==> config.mk <==
export PLATFORM = sky130hd
export DESIGN_NAME = avoid_sequencer
export DESIGN_NICKNAME = d
export VERILOG_FILES = /design/src/rtl/car_pkg.sv /design/src/rtl/avoid_sequencer_tick_gen.sv /design/src/rtl/avoid_sequencer.sv
export SDC_FILE = /design/constraint.sdc
export NUM_CORES = 1
export LEC_CHECK = 0
export ABC_AREA = 1
export CAP_MARGIN = 10
export CORE_MARGIN = 1
export CORE_UTILIZATION = 45
export CTS_CLUSTER_SIZE = 8
export DETAILED_ROUTE_END_ITERATION = 10
export HOLD_SLACK_MARGIN = 0.02
export PLACE_DENSITY = 0.59
export SLEW_MARGIN = 20
export SYNTH_ARGS = -nofsm -noshare
export SYNTH_HDL_FRONTEND = slang
export SYNTH_SLANG_ARGS = --single-unit
==> constraint.sdc <==
create_clock -name CLK_50M -period 2.2 [get_ports CLK_50M]
set_input_delay 0.22 -clock CLK_50M [delete_from_list [all_inputs] [get_ports CLK_50M]]
set_output_delay 0.22 -clock CLK_50M [all_outputs]
set_load 0.01 [all_outputs]
==> src/rtl/car_pkg.sv <==
// car_pkg: shared definitions for the obstacle-avoidance sequencer.
//   state_t    : FSM state codes as seen on the State output
//   MOT_*      : two-bit wheel command encodings
//   motor_t    : left/right wheel command pair
//   motor_cmd  : wheel commands implied by a state and turn direction
//   div_of     : clock cycles per tick, truncating, never below 1
package car_pkg;

  typedef enum logic [2:0] {
    ST_IDLE = 3'd0,
    ST_FWD  = 3'd1,
    ST_STOP = 3'd2,
    ST_BACK = 3'd3,
    ST_TURN = 3'd4
  } state_t;

  localparam logic [1:0] MOT_STOP = 2'b00;
  localparam logic [1:0] MOT_FWD  = 2'b01;
  localparam logic [1:0] MOT_REV  = 2'b10;

  typedef struct packed {
    logic [1:0] l;
    logic [1:0] r;
  } motor_t;

  // Turning right spins the left wheel forward and the right wheel back.
  function automatic motor_t motor_cmd(input logic [2:0] st, input logic turn_right);
    motor_t m;
    m.l = MOT_STOP;
    m.r = MOT_STOP;
    case (st)
      ST_FWD:  begin m.l = MOT_FWD; m.r = MOT_FWD; end
      ST_BACK: begin m.l = MOT_REV; m.r = MOT_REV; end
      ST_TURN: begin
        m.l = turn_right ? MOT_FWD : MOT_REV;
        m.r = turn_right ? MOT_REV : MOT_FWD;
      end
      default: ;
    endcase
    return m;
  endfunction

  function automatic int div_of(input int clk_hz, input int tick_hz);
    return ((clk_hz / tick_hz) < 1) ? 1 : (clk_hz / tick_hz);
  endfunction

endpackage

==> src/rtl/avoid_sequencer_tick_gen.sv <==
// tick_gen: phase timing base.
//   CLK_50M : clock
//   CLR     : synchronous active-high reset
//   Restart : clears the cycle counter; counting resumes on the next cycle
//   Tick    : one-cycle pulse on the DIV-th cycle after Restart, then every DIV
module tick_gen
  import car_pkg::*;
#(
  parameter int CLK_Freq  = 100000000,
  parameter int TICK_Freq = 10
) (
  input  logic CLK_50M,
  input  logic CLR,
  input  logic Restart,
  output logic Tick
);

  localparam int DIV = div_of(CLK_Freq, TICK_Freq);
  localparam int CW  = (DIV > 1) ? $clog2(DIV) : 1;
  localparam logic [CW-1:0] LAST = CW'(DIV - 1);

  logic [CW-1:0] cnt;

  always_ff @(posedge CLK_50M) begin
    if (CLR || Restart) cnt <= '0;
    else if (cnt == LAST) cnt <= '0;
    else                  cnt <= cnt + CW'(1);
  end

  // With DIV=1 the counter sits at 0 and every cycle is a tick.
  assign Tick = (cnt == LAST);

endmodule

==> src/rtl/avoid_sequencer.sv <==
// avoid_sequencer: drive forward until an obstacle, then stop, back up and
// turn away for fixed tick counts before resuming.
//   CLK_50M          : clock
//   CLR              : synchronous active-high reset
//   Enable           : run request; low returns to IDLE
//   Obst_L / Obst_R  : synchronised obstacle sensors
//   Motor_L/Motor_R  : wheel commands (00 stop, 01 fwd, 10 rev)
//   Busy             : high during STOP, BACK, TURN
//   State            : current state code
module avoid_sequencer
  import car_pkg::*;
#(
  parameter int CLK_Freq  = 100000000,
  parameter int TICK_Freq = 10,
  parameter int STOP_T    = 2,
  parameter int BACK_T    = 5,
  parameter int TURN_T    = 4
) (
  input  logic       CLK_50M,
  input  logic       CLR,
  input  logic       Enable,
  input  logic       Obst_L,
  input  logic       Obst_R,
  output logic [1:0] Motor_L,
  output logic [1:0] Motor_R,
  output logic       Busy,
  output logic [2:0] State
);

  localparam int MAX_T = (STOP_T > BACK_T) ? ((STOP_T > TURN_T) ? STOP_T : TURN_T)
                                           : ((BACK_T > TURN_T) ? BACK_T : TURN_T);
  localparam int TW = (MAX_T > 1) ? $clog2(MAX_T) : 1;

  logic [TW-1:0] tcnt, dur;
  logic          tick, restart, in_phase, phase_end, obst;
  logic          dir_right, nxt_dir;
  logic [2:0]    nxt_state;
  motor_t        nxt_mot;

  assign obst     = Obst_L | Obst_R;
  assign in_phase = (State == ST_STOP) || (State == ST_BACK) || (State == ST_TURN);

  always_comb begin
    dur = '0;
    case (State)
      ST_STOP: dur = TW'(STOP_T - 1);
      ST_BACK: dur = TW'(BACK_T - 1);
      ST_TURN: dur = TW'(TURN_T - 1);
      default: ;
    endcase
  end

  assign phase_end = in_phase && tick && (tcnt == dur);
  // Timing restarts on every cycle that precedes a state entry, so the first
  // cycle of a new state is cycle 0 of its phase. Outside phases it is held.
  assign restart   = !in_phase || !Enable || phase_end;

  tick_gen #(.CLK_Freq(CLK_Freq), .TICK_Freq(TICK_Freq)) u_tick (
    .CLK_50M (CLK_50M),
    .CLR     (CLR),
    .Restart (restart),
    .Tick    (tick)
  );

  always_comb begin
    nxt_state = State;
    nxt_dir   = dir_right;
    if (!Enable) nxt_state = ST_IDLE;
    else begin
      case (State)
        ST_IDLE: nxt_state = ST_FWD;
        ST_FWD: if (obst) begin
          nxt_state = ST_STOP;
          nxt_dir   = Obst_L & ~Obst_R;
        end
        ST_STOP: if (phase_end) nxt_state = ST_BACK;
        ST_BACK: if (phase_end) nxt_state = ST_TURN;
        ST_TURN: if (phase_end) begin
          if (obst) begin
            nxt_state = ST_STOP;
            nxt_dir   = Obst_L & ~Obst_R;
          end else begin
            nxt_state = ST_FWD;
          end
        end
        default: nxt_state = ST_IDLE;
      endcase
    end
  end

  assign nxt_mot = motor_cmd(nxt_state, nxt_dir);

  // Outputs are decoded from the next state so they change with State.
  always_ff @(posedge CLK_50M) begin
    if (CLR) begin
      State     <= ST_IDLE;
      dir_right <= 1'b0;
      tcnt      <= '0;
      Motor_L   <= MOT_STOP;
      Motor_R   <= MOT_STOP;
      Busy      <= 1'b0;
    end else begin
      State     <= nxt_state;
      dir_right <= nxt_dir;
      Motor_L   <= nxt_mot.l;
      Motor_R   <= nxt_mot.r;
      Busy      <= (nxt_state == ST_STOP) || (nxt_state == ST_BACK) || (nxt_state == ST_TURN);
      if (restart)   tcnt <= '0;
      else if (tick) tcnt <= tcnt + TW'(1);
    end
  end

endmodule

==> results.sh <==
export IMPL_ctsHoldBuffers=0
export IMPL_max_slew_margin_rel_pct=75.90
export IMPL_n_fill_cell=449
export IMPL_cp_arrival_ns=2.10
export IMPL_end_kind="flip-flop"
export IMPL_cts_tree="done"
export IMPL_finClkSkew_ns=0.006015
export IMPL_grt_pass1_wl_um=7182
export IMPL_cp_max_fo=6
export IMPL_h_tree_depth=2
export IMPL_netlist_cell_type_count=36
export IMPL_drt_total_wl_um=3991
export IMPL_min_path_type="flip-flop to flip-flop"
export IMPL_fp_dieW_um=69.63
export IMPL_cts_buffers=5
export IMPL_nets=317
export IMPL_clock_sink_count=36
export IMPL_rsz0062_at_grt="no"
export IMPL_io_buffers=12
export IMPL_grt_pass1_vias=1590
export IMPL_drc=0
export IMPL_outcome="finished clean"
export IMPL_hpwl_um=3019
export IMPL_cts_root_buf="clkbuf_8"
export IMPL_preCtsSetupSlack_ns=0.2577
export IMPL_fin_setup_tns_ns=0
export IMPL_drtIter0Drc=112
export IMPL_drv_slew=0
export IMPL_hold_viol=0
export IMPL_cts_buffer_depth=2
export IMPL_overflow=0
export IMPL_timing_worst_setup_path_type="flip-flop to flip-flop"
export IMPL_p_per_area_nw_per_um2=529.8
export IMPL_yosys_warnings=0
export IMPL_fmax_ghz=0.5209
export IMPL_ff_latch_area_um2=720.7
export IMPL_maxCapViolCount=0
export IMPL_ios=13
export IMPL_antenna_found_initial=0
export IMPL_vias=1739
export IMPL_max_slew_worst_pin_slew_ns=0.3587
export IMPL_postCtsSetupBuffers=0
export IMPL_antenna_cells=0
export IMPL_core_area_um2=4384
export IMPL_route_detailed_wl_per_inst_um=10.99
export IMPL_multi_input_area_um2=1157
export IMPL_ys_seq_elements=36
export IMPL_critPathRequiredTime_ns=2.38
export IMPL_start_kind="flip-flop"
export IMPL_setup_ws_ns=0.2801
export IMPL_fin_util_pct=53.20
export IMPL_die_area_um2=4848
export IMPL_viasPerCell=4.791
export IMPL_setup_viol_count_final=0
export IMPL_leakage_nw=0.9116
export IMPL_track_usage_pct=18.44
export IMPL_fin_crit_sh_pct=87.27
export IMPL_fp_dieH_um=69.63
export IMPL_syn_cell_area_um2=2058
export IMPL_avgSynthCellArea_um2=7.025
export IMPL_ctsResizeCount=0
export IMPL_routabilityCongestion=0.7622
export IMPL_ir_drop_v=0.0003061
export IMPL_power_mw=1.236
export IMPL_initial_core_util_pct=46.95
export IMPL_synthToLayoutAreaGrowth_pct=13.31
export IMPL_drive_gt1_share_pct=15.43
export IMPL_syn_nets=300
export IMPL_rows=24
export IMPL_ant_nets=0
export IMPL_syn_inst=293
export IMPL_grt_max_degree=20
export IMPL_period_needed_ns=1.920
export IMPL_drt_pass1_iterations=4
export IMPL_layout_commonest_cell="nand2_1"
export IMPL_clock_latency_ns=0.29
export IMPL_mostFrequentLayoutCells="62 x nand2_1, 46 x nor2_1, 39 x inv_1"
export IMPL_yosysSeqAreaShare_pct=35.02
export IMPL_clk_pin_slew_ns=0.07
cell type report:
class,instances,share of cell area (%)
clock inverter,1,0.3219
timing repair buffer,13,5.472
sequential,36,30.90
multi-input combinational,210,49.62
clock buffer,7,3.702
inverter,44,7.189
tap,52,2.790
registers in the layout, summed over array words and instances (netlist names):
signal,cells
Motor_R,2
State,3
dir_right,1
tcnt,3
Busy,1
u_tick.cnt,24
Motor_L,2
report_power, final:
group / internal, mW / leakage, nW / switching (mW)
clock network: 0.255 / 0.0445 / 0.245
registers: 0.658 / 0.291 / 0.00621
logic: 0.0325 / 0.576 / 0.0388
per-stage QoR:
stage          instances  hold slack, ns  cell area [um^2]
2_1_floorplan        293          0.3421              2058
3_3_place_gp         355          0.4480              2231
3_5_place_dp         355          0.4506              2231
4_1_cts              363          0.4678              2325
5_1_grt              363          0.4850              2332
6_report             363          0.4650              2332
final timing paths:
check | startpoint | to | slack [ns] | cells past startpoint
worst max-delay path | u_tick.cnt[0]$_SDFF_PP0_ | u_tick.cnt[22]$_SDFF_PP0_ | 0.28 | 10
worst min-delay path | u_tick.cnt[0]$_SDFF_PP0_ | u_tick.cnt[0]$_SDFF_PP0_ | 0.47 | 1
worst max register to register | u_tick.cnt[0]$_SDFF_PP0_ | u_tick.cnt[22]$_SDFF_PP0_ | 0.28 | 10
worst min register to register | u_tick.cnt[0]$_SDFF_PP0_ | u_tick.cnt[0]$_SDFF_PP0_ | 0.47 | 1
Yosys cell counts:
| master | instances | share of area [%] |
|---|---|---|
| dfxtp_1 | 36 | 35 |
| a31oi_1 | 1 | 0.30 |
| inv_1 | 39 | 7.1 |
| inv_4 | 1 | 0.30 |
| nor4_1 | 1 | 0.30 |
| nor3_2 | 2 | 0.97 |
| or2_2 | 1 | 0.30 |
| nor2_8 | 2 | 1.9 |
| ha_1 | 2 | 1.2 |
| inv_2 | 4 | 0.73 |
| buf_6 | 1 | 0.55 |
| nand4_2 | 1 | 0.61 |
| a21oi_1 | 14 | 3.4 |
| o21ai_0 | 4 | 0.97 |
| nand4_1 | 4 | 1.2 |
| nand3_4 | 2 | 1.7 |
| nor3b_1 | 5 | 1.8 |
| nand2_1 | 62 | 11 |
| a211oi_1 | 2 | 0.73 |
| a21oi_2 | 4 | 1.7 |
| nand2_4 | 1 | 0.55 |
| buf_1 | 1 | 0.18 |
| nor3b_2 | 1 | 0.61 |
| xor2_1 | 4 | 1.7 |
| nand3b_1 | 2 | 0.73 |
| nand3_2 | 7 | 3.4 |
| nor2_4 | 3 | 1.6 |
| nand3_1 | 13 | 3.2 |
| buf_2 | 1 | 0.24 |
| nor3_1 | 8 | 1.9 |
| nor2_2 | 6 | 1.8 |
| nand2_2 | 4 | 1.2 |
| o21bai_1 | 1 | 0.36 |
| o21ai_1 | 5 | 1.2 |
| xnor2_1 | 1 | 0.43 |
| nor2_1 | 47 | 8.6 |
metal layers:
layer / routed length (um) / global-route usage [%]
met4: 55 / 6.000
met1: 2234 / 27.15
met3: 107 / 4.506
met2: 1593 / 26.21
met5: 0 / 0
critical path, stage by stage (launching register included):
cell     delay [ns]
dfxtp_1        0.37
ha_1           0.21
nand2_1        0.08
nor2_1         0.09
nand2_1        0.10
nor2_2         0.18
nand4_2        0.18
nor3_2         0.27
nand4_1        0.15
o21ai_1        0.14
a21oi_1        0.05
cells by family after synthesis:
logic type | count (synthesis) | share of synthesized area [%]
AOI/OAI and AO/OA | 31 | 8.693
xor gates and xnor gates | 5 | 2.128
adders and majority gates | 2 | 1.216
buffers and inverters | 47 | 9.118
DFF | 36 | 35.02
and+or+nand+nor | 172 | 43.83
No activity file was read; power rests on OpenSTA's default activity.
